## src/rtl/hazard_flush_unit_pkg.sv

```systemverilog
// hazard_flush_unit_pkg: FSM encoding and default widths for the hazard/flush controller
package hazard_flush_unit_pkg;
    typedef enum logic {HFU_IDLE = 1'b0, HFU_BUSY = 1'b1} hfu_state_e;
    localparam int PC_WIDTH_DEF = 32;
    localparam int REG_ADDR_WIDTH_DEF = 5;
    localparam int MC_LAT_WIDTH_DEF = 6;
    localparam int CNT_WIDTH_DEF = 16;
endpackage

```

## src/rtl/hazard_flush_unit_if.sv

```systemverilog
// hazard_flush_unit_if: pipeline status in, hold/flush/redirect controls out
interface hazard_flush_unit_if
    import hazard_flush_unit_pkg::*;
#(
    parameter int PC_WIDTH = PC_WIDTH_DEF,
    parameter int REG_ADDR_WIDTH = REG_ADDR_WIDTH_DEF,
    parameter int MC_LAT_WIDTH = MC_LAT_WIDTH_DEF,
    parameter int CNT_WIDTH = CNT_WIDTH_DEF
) ();
    logic [PC_WIDTH-1:0] id_pc, ex_target_pc, ex_pc_plus4, redirect_pc;
    logic ex_valid, ex_branch, ex_jump, ex_taken, ex_mem_r;
    logic [REG_ADDR_WIDTH-1:0] ex_rd, id_rs1, id_rs2;
    logic id_rs1_used, id_rs2_used, mc_start, ext_stall, cnt_clr;
    logic [MC_LAT_WIDTH-1:0] mc_lat;
    logic pc_hold, if_id_hold, id_ex_hold, if_id_flush, id_ex_flush, ex_mem_flush, redirect_valid;
    logic [CNT_WIDTH-1:0] mispredict_cnt;
    modport master (
        output id_pc, ex_valid, ex_branch, ex_jump, ex_taken, ex_target_pc, ex_pc_plus4,
               ex_mem_r, ex_rd, id_rs1, id_rs2, id_rs1_used, id_rs2_used, mc_start, mc_lat,
               ext_stall, cnt_clr,
        input  pc_hold, if_id_hold, id_ex_hold, if_id_flush, id_ex_flush, ex_mem_flush,
               redirect_valid, redirect_pc, mispredict_cnt
    );
    modport slave (
        input  id_pc, ex_valid, ex_branch, ex_jump, ex_taken, ex_target_pc, ex_pc_plus4,
               ex_mem_r, ex_rd, id_rs1, id_rs2, id_rs1_used, id_rs2_used, mc_start, mc_lat,
               ext_stall, cnt_clr,
        output pc_hold, if_id_hold, id_ex_hold, if_id_flush, id_ex_flush, ex_mem_flush,
               redirect_valid, redirect_pc, mispredict_cnt
    );
endinterface

```

## src/rtl/hazard_flush_unit_sat_counter.sv

```systemverilog
// sat_counter: saturating up-counter with synchronous clear taking precedence
module sat_counter #(
    parameter int WIDTH = 16
) (
    input  logic             clk,
    input  logic             rst,
    input  logic             inc,
    input  logic             clr,
    output logic [WIDTH-1:0] q
);
    always_ff @(posedge clk or posedge rst)
        if (rst) q <= '0;
        else if (clr) q <= '0;
        else if (inc && !(&q)) q <= q + 1'b1;
endmodule

```

## src/rtl/hazard_flush_unit.sv

```systemverilog
// hazard_flush_unit: mispredict redirect, load-use bubbles, multi-cycle EX freeze and memory stall
module hazard_flush_unit
    import hazard_flush_unit_pkg::*;
#(
    parameter int PC_WIDTH = PC_WIDTH_DEF,
    parameter int REG_ADDR_WIDTH = REG_ADDR_WIDTH_DEF,
    parameter int MC_LAT_WIDTH = MC_LAT_WIDTH_DEF,
    parameter int CNT_WIDTH = CNT_WIDTH_DEF
) (
    input logic clk,
    input logic rst,
    hazard_flush_unit_if.slave hif
);
    hfu_state_e state, state_nx;
    logic [MC_LAT_WIDTH-1:0] cnt, cnt_nx;
    logic [PC_WIDTH-1:0] correct_pc;
    logic redir, lu, mc_go, mc_stall, redir_win;

    assign correct_pc = (hif.ex_jump || hif.ex_taken) ? hif.ex_target_pc : hif.ex_pc_plus4;
    assign redir = hif.ex_valid && (hif.ex_branch || hif.ex_jump) && (hif.id_pc != correct_pc);
    assign lu = hif.ex_valid && hif.ex_mem_r && (hif.ex_rd != '0) &&
                ((hif.id_rs1_used && hif.id_rs1 == hif.ex_rd) || (hif.id_rs2_used && hif.id_rs2 == hif.ex_rd));
    assign mc_go = (state == HFU_IDLE) && hif.ex_valid && hif.mc_start &&
                   (hif.mc_lat >= MC_LAT_WIDTH'(2)) && !hif.ext_stall;
    assign mc_stall = mc_go || (state == HFU_BUSY && cnt > MC_LAT_WIDTH'(1));
    assign redir_win = !rst && !hif.ext_stall && !mc_stall && redir;

    always_ff @(posedge clk or posedge rst)
        if (rst) begin
            state <= HFU_IDLE;
            cnt <= '0;
        end else begin
            state <= state_nx;
            cnt <= cnt_nx;
        end

    // BUSY counts down the remaining EX cycles; an external stall freezes it
    always_comb begin
        state_nx = state;
        cnt_nx = cnt;
        if (mc_go) begin
            state_nx = HFU_BUSY;
            cnt_nx = hif.mc_lat - 1'b1;
        end else if (state == HFU_BUSY && !hif.ext_stall) begin
            cnt_nx = cnt - 1'b1;
            state_nx = (cnt == MC_LAT_WIDTH'(1)) ? HFU_IDLE : HFU_BUSY;
        end
    end

    always_comb begin
        hif.pc_hold = 1'b0;
        hif.if_id_hold = 1'b0;
        hif.id_ex_hold = 1'b0;
        hif.if_id_flush = 1'b0;
        hif.id_ex_flush = 1'b0;
        hif.ex_mem_flush = 1'b0;
        hif.redirect_valid = 1'b0;
        hif.redirect_pc = '0;
        if (!rst) begin
            if (hif.ext_stall || mc_stall) begin
                hif.pc_hold = 1'b1;
                hif.if_id_hold = 1'b1;
                hif.id_ex_hold = 1'b1;
                hif.ex_mem_flush = !hif.ext_stall;
            end else if (redir) begin
                hif.if_id_flush = 1'b1;
                hif.id_ex_flush = 1'b1;
                hif.redirect_valid = 1'b1;
                hif.redirect_pc = correct_pc;
            end else if (lu) begin
                hif.pc_hold = 1'b1;
                hif.if_id_hold = 1'b1;
                hif.id_ex_flush = 1'b1;
            end
        end
    end

    sat_counter #(.WIDTH(CNT_WIDTH)) u_mispredict_cnt (
        .clk(clk),
        .rst(rst),
        .inc(redir_win),
        .clr(hif.cnt_clr),
        .q(hif.mispredict_cnt)
    );
endmodule

```

## src/flat_wrapper.sv

```systemverilog
// flat-port wrapper written by rule: the top's interface ports become plain ports
module hazard_flush_unit_flat import hazard_flush_unit_pkg::*;
#(
    parameter int PC_WIDTH = PC_WIDTH_DEF,
    parameter int REG_ADDR_WIDTH = REG_ADDR_WIDTH_DEF,
    parameter int MC_LAT_WIDTH = MC_LAT_WIDTH_DEF,
    parameter int CNT_WIDTH = CNT_WIDTH_DEF
)
  (clk, rst, hif_id_pc, hif_ex_valid, hif_ex_branch, hif_ex_jump, hif_ex_taken, hif_ex_target_pc, hif_ex_pc_plus4, hif_ex_mem_r, hif_ex_rd, hif_id_rs1, hif_id_rs2, hif_id_rs1_used, hif_id_rs2_used, hif_mc_start, hif_mc_lat, hif_ext_stall, hif_cnt_clr, hif_pc_hold, hif_if_id_hold, hif_id_ex_hold, hif_if_id_flush, hif_id_ex_flush, hif_ex_mem_flush, hif_redirect_valid, hif_redirect_pc, hif_mispredict_cnt);
  hazard_flush_unit_if #(.PC_WIDTH(PC_WIDTH), .REG_ADDR_WIDTH(REG_ADDR_WIDTH), .MC_LAT_WIDTH(MC_LAT_WIDTH), .CNT_WIDTH(CNT_WIDTH)) hif_i ();
  input logic clk;
  input logic rst;
  input wire logic [$bits(hif_i.id_pc)-1:0] hif_id_pc;
  input wire logic [$bits(hif_i.ex_valid)-1:0] hif_ex_valid;
  input wire logic [$bits(hif_i.ex_branch)-1:0] hif_ex_branch;
  input wire logic [$bits(hif_i.ex_jump)-1:0] hif_ex_jump;
  input wire logic [$bits(hif_i.ex_taken)-1:0] hif_ex_taken;
  input wire logic [$bits(hif_i.ex_target_pc)-1:0] hif_ex_target_pc;
  input wire logic [$bits(hif_i.ex_pc_plus4)-1:0] hif_ex_pc_plus4;
  input wire logic [$bits(hif_i.ex_mem_r)-1:0] hif_ex_mem_r;
  input wire logic [$bits(hif_i.ex_rd)-1:0] hif_ex_rd;
  input wire logic [$bits(hif_i.id_rs1)-1:0] hif_id_rs1;
  input wire logic [$bits(hif_i.id_rs2)-1:0] hif_id_rs2;
  input wire logic [$bits(hif_i.id_rs1_used)-1:0] hif_id_rs1_used;
  input wire logic [$bits(hif_i.id_rs2_used)-1:0] hif_id_rs2_used;
  input wire logic [$bits(hif_i.mc_start)-1:0] hif_mc_start;
  input wire logic [$bits(hif_i.mc_lat)-1:0] hif_mc_lat;
  input wire logic [$bits(hif_i.ext_stall)-1:0] hif_ext_stall;
  input wire logic [$bits(hif_i.cnt_clr)-1:0] hif_cnt_clr;
  output wire logic [$bits(hif_i.pc_hold)-1:0] hif_pc_hold;
  output wire logic [$bits(hif_i.if_id_hold)-1:0] hif_if_id_hold;
  output wire logic [$bits(hif_i.id_ex_hold)-1:0] hif_id_ex_hold;
  output wire logic [$bits(hif_i.if_id_flush)-1:0] hif_if_id_flush;
  output wire logic [$bits(hif_i.id_ex_flush)-1:0] hif_id_ex_flush;
  output wire logic [$bits(hif_i.ex_mem_flush)-1:0] hif_ex_mem_flush;
  output wire logic [$bits(hif_i.redirect_valid)-1:0] hif_redirect_valid;
  output wire logic [$bits(hif_i.redirect_pc)-1:0] hif_redirect_pc;
  output wire logic [$bits(hif_i.mispredict_cnt)-1:0] hif_mispredict_cnt;
  assign hif_i.id_pc = hif_id_pc;
  assign hif_i.ex_valid = hif_ex_valid;
  assign hif_i.ex_branch = hif_ex_branch;
  assign hif_i.ex_jump = hif_ex_jump;
  assign hif_i.ex_taken = hif_ex_taken;
  assign hif_i.ex_target_pc = hif_ex_target_pc;
  assign hif_i.ex_pc_plus4 = hif_ex_pc_plus4;
  assign hif_i.ex_mem_r = hif_ex_mem_r;
  assign hif_i.ex_rd = hif_ex_rd;
  assign hif_i.id_rs1 = hif_id_rs1;
  assign hif_i.id_rs2 = hif_id_rs2;
  assign hif_i.id_rs1_used = hif_id_rs1_used;
  assign hif_i.id_rs2_used = hif_id_rs2_used;
  assign hif_i.mc_start = hif_mc_start;
  assign hif_i.mc_lat = hif_mc_lat;
  assign hif_i.ext_stall = hif_ext_stall;
  assign hif_i.cnt_clr = hif_cnt_clr;
  assign hif_pc_hold = hif_i.pc_hold;
  assign hif_if_id_hold = hif_i.if_id_hold;
  assign hif_id_ex_hold = hif_i.id_ex_hold;
  assign hif_if_id_flush = hif_i.if_id_flush;
  assign hif_id_ex_flush = hif_i.id_ex_flush;
  assign hif_ex_mem_flush = hif_i.ex_mem_flush;
  assign hif_redirect_valid = hif_i.redirect_valid;
  assign hif_redirect_pc = hif_i.redirect_pc;
  assign hif_mispredict_cnt = hif_i.mispredict_cnt;
  hazard_flush_unit #(.PC_WIDTH(PC_WIDTH), .REG_ADDR_WIDTH(REG_ADDR_WIDTH), .MC_LAT_WIDTH(MC_LAT_WIDTH), .CNT_WIDTH(CNT_WIDTH)) u_core (.clk(clk), .rst(rst), .hif(hif_i));
endmodule
```

## config.mk

```make
export PLATFORM = sky130hd
export DESIGN_NAME = hazard_flush_unit_flat
export DESIGN_NICKNAME = d
export VERILOG_FILES = /design/src/rtl/hazard_flush_unit_pkg.sv /design/src/rtl/hazard_flush_unit_if.sv /design/src/rtl/hazard_flush_unit_sat_counter.sv /design/src/rtl/hazard_flush_unit.sv /design/src/flat_wrapper.sv
export SDC_FILE = /design/constraint.sdc
export NUM_CORES = 1
export LEC_CHECK = 0
export CAP_MARGIN = 15
export CORE_AREA = 2 2 92 94
export CTS_CLUSTER_DIAMETER = 200
export DETAILED_ROUTE_END_ITERATION = 10
export DIE_AREA = 0 0 94 96
export GPL_ROUTABILITY_DRIVEN = 1
export GPL_TIMING_DRIVEN = 0
export PLACE_DENSITY = 0.81
export SLEW_MARGIN = 20
export SYNTH_ARGS = -nofsm -noshare
export SYNTH_HDL_FRONTEND = slang
export SYNTH_SLANG_ARGS = --single-unit
```

## constraint.sdc

```tcl
create_clock -name clk -period 4.4 [get_ports clk]
set_input_delay 0.88 -clock clk [delete_from_list [all_inputs] [get_ports clk]]
set_output_delay 0.88 -clock clk [all_outputs]
set_load 0.005 [all_outputs]
```

==> results.md <==
* Final period utilization at 98.51%
* Drc violations at 0
* Relative slew margins at 39.54%
* Share of the synthesized area in the top cell type at 19.44%
* DRT Pass-1 Iters at 5
* Layout Skew at 0.002089 ns
* Leakage Power at 0.002265 uW
* Io pins at 184
* Multi-input logic area at 2340 um^2
* Synth Instances at 420
* Reg2reg setup slack at 1.14 ns
* Synthesized area per cell at 7.048 um^2
* Post-synthesis compound-gate area fraction at 20.96%
* Crit Path Category: in2out
* Clock root cell: clkbuf_8
* R2R cell count at 11
* Post-synthesis sequential area ratio at 19.44%
* XOR/XNOR Fraction of Synth Area at 16.57%
* Die height at 96 um
* Ant. Diodes at 0
* Main synth FF type: dfrtp_1
* CTS tree: yes
* Vias in the first global route at 4081
* Final Cell Area at 5260 um^2
* Via count at 3996
* Area grow syn2layout at 77.68%
* Setup violators final at 0
* Synthesized area at 2960 um^2
* Max Fclk at 0.2307 GHz
* Share of flip-flops with an asynchronous set or reset at 100.0%
* Filler instances at 699
* Critical R2R Launch: u_core.cnt[2]
* Post-synth EDFFs at 0
* Layout cells sized above 1 at 14.47%
* Drt initial violations at 146
* WP data arrival at 3.45 ns
* Worst-path clk slew at 0.08 ns
* Final non-filler cell total at 727
* Number of distinct library cells after synthesis at 57
* Total gr overflow at 0
* Final hold vios at 0
* Placed Instance Area at 4923 um^2
* Inserted Clock Buffers at 3
* Port Buf Inserts at 183
* Worst Hold Class: reg2reg
* Mapped Nets at 554
* VDD IR max at 0.0002388 V
* Vias per cell at 5.497
* Cell accounting for the most synthesized area: dfrtp_1
* Wire per inst at 17.64 um
* Flop and latch count out of synthesis at 23
* Initial antenna violation count at 0
* Final Routed Wirelength at 12830 um
* Adder-cell area share of the yosys netlist at 2.113%
* Combinational family with the most area after synthesis: simple AND/OR/NAND/NOR gates
* Worst-Skew Late Latency at 0.26 ns
* Initial Util at 36.77%
* Slew Viols, Final at 0
* Post-route ant nets at 0
* Dpl cells at 708
* Unrepaired setup endpoints after global routing: yes
* Post-synthesis simple-gate area fraction at 29.25%
* Clk buf depth at 2
* Crit-path max FO at 7
* Hold depth at 2
* Global-route wire length before repair at 19510 um
* GP Congestion at 0.9295
* Clock Sink Count at 23
* Data required, critical path at 3.52 ns
* Capturing point of the worst reg2reg path: u_core.u_mispredict_cnt.q[10]
* PwrDens at 175.2 nW/um^2
* Die X-Extent at 94 um
* Critical Path Source Type: input port
* Min-Delay Endpoint: u_core.cnt[1]
* Final nets at 757
* H-tree depth at 1
* Cts hold-fix bufs at 0
* YS warnings at 0
* Minimum clock period at 4.335 ns
* Hpwl dp at 9759 um
* Max cap viols at 0
* Synth area leaders: dfrtp_1 (19%), xor2_1 (11%), nand2_1 (10%)
* Core ar. at 8051 um^2
* FF+latch area at 575.6 um^2
* Hold Startpoint: u_core.cnt[1]
* Slew @ Worst Pin at 0.9059 ns
* Num rows at 33
* Total track usage at 27.22%
* Pin count of the biggest net entering global routing at 25
* Critical Path End Type: output pin
* Multiplexer area fraction after synthesis at 4.396%
* Die footprint at 9024 um^2
* Status: finished clean
[critical path, cell delays in order]
cell	delay (ns)
clkdlybuf4s15_2	0.20
or3_4	0.41
o41ai_4	0.24
nand2_1	0.12
or2_1	0.25
or3_4	0.39
a31o_4	0.23
buf_12	0.14
buf_12	0.12
buf_16	0.12
buf_6	0.11
a21oi_1	0.10
buf_2	0.13
[how the worst max path moves through the flow]
stage	to	cells after the start	slack, ns	from
2_1_floorplan	hif_redirect_valid	12	0.32	hif_ex_taken
3_5_place_dp	hif_redirect_valid	15	-1.37	hif_ex_jump
4_1_cts	hif_redirect_pc[4]	13	-0.007	hif_ex_taken
5_1_grt	hif_redirect_pc[9]	12	-0.03	hif_mc_lat[4]
6_report	hif_redirect_pc[21]	13	0.07	hif_mc_lat[3]
3_3_place_gp	hif_redirect_pc[20]	14	-1.32	hif_ex_jump
[synthesized netlist by cell type, types with 6 or more instances]
cell type,count
o21ai_0,9
nor3_1,9
nand2_1,79
nand3_1,10
nor4_1,10
and3_1,6
nor2b_1,9
dfrtp_1,23
xor2_1,37
a21oi_1,41
xnor2_1,19
inv_1,27
or4_1,7
clkbuf_1,12
nor2_1,27
[registers in the layout, summed over array words and instances (netlist names)]
register	cells
u_core.state	1
u_core.cnt	6
u_core.u_mispredict_cnt.q	16
[placed cells by master (no fill, tap or decap), drive strengths merged, types with 9 or more instances in the layout]
master	Yosys	final
clkdlybuf4s50	0	131
nand2	79	79
a21oi	41	41
xor2	37	37
buf	11	34
inv	27	27
nor2	27	27
clkbuf	12	27
dlygate4sd2	0	24
dfrtp	23	23
xnor2	19	19
nand3	10	10
o21ai	10	10
nor4	10	10
nor2b	9	9
nor3	9	9
[cells by family after synthesis]
kind of cell             count (synthesis)
AND/OR/NAND/NOR                        180
AO/OA/AOI/OAI                           94
buffers and inverters                   50
XOR/XNOR                                56
adder cells (fa/ha/maj)                  5
multiplexers                            12
flip-flops                              23
[per-stage QoR]
| step | setup TNS (ns) | total power (uW) | util, % | hold WS (ns) | worst slack [ns] |
|---|---|---|---|---|---|
| floorplan | 0 | 501.8 | - | 0.5007 | 0.3159 |
| global placement | -44.92 | 731.0 | 61.15 | 0.5250 | -1.323 |
| detailed placement | -46.16 | 742.7 | 61.15 | 0.5453 | -1.373 |
| CTS | -0.009726 | 903.1 | 65.11 | 0.5677 | -0.006874 |
| global route | -0.09831 | 990.4 | 65.33 | 0.5984 | -0.03466 |
| finish | 0 | 921.5 | 65.33 | 0.5704 | 0.06545 |
[where the power goes]
group | leakage (uW) | switching [uW] | internal (uW)
combinational | 0.00194 | 236 | 274
sequential | 0.000304 | 34.9 | 245
clock | 0.0000255 | 67.9 | 63.2
total | 0.00227 | 338 | 583
[final cells by class]
| type | count | area share (%) |
|---|---|---|
| clock inverters | 1 | 0.09515 |
| well taps | 105 | 2.498 |
| multi-input cells | 347 | 44.48 |
| repair buffers | 199 | 36.11 |
| inverters | 27 | 1.927 |
| flip-flops and latches | 23 | 10.94 |
| clock buffers | 3 | 0.7850 |
| plain buffers | 22 | 3.164 |
[routing by layer]
layer  routed length, um  GRT usage, %  vias to the layer above
met4                 399         10.02                        0
met3                1112         4.385                       36
li1                    -             -                     1877
met5                   0             0                        -
met2                6552         50.54                      202
met1                4762         31.44                     1881
[timing repair]
item	4_1_cts	5_1_grt
pin swaps	14	6
gates cloned	2	0
setup endpoints to repair	37	36
gates resized for setup	125	37
setup buffers	11	3
Power figures use the tool's default switching activity.
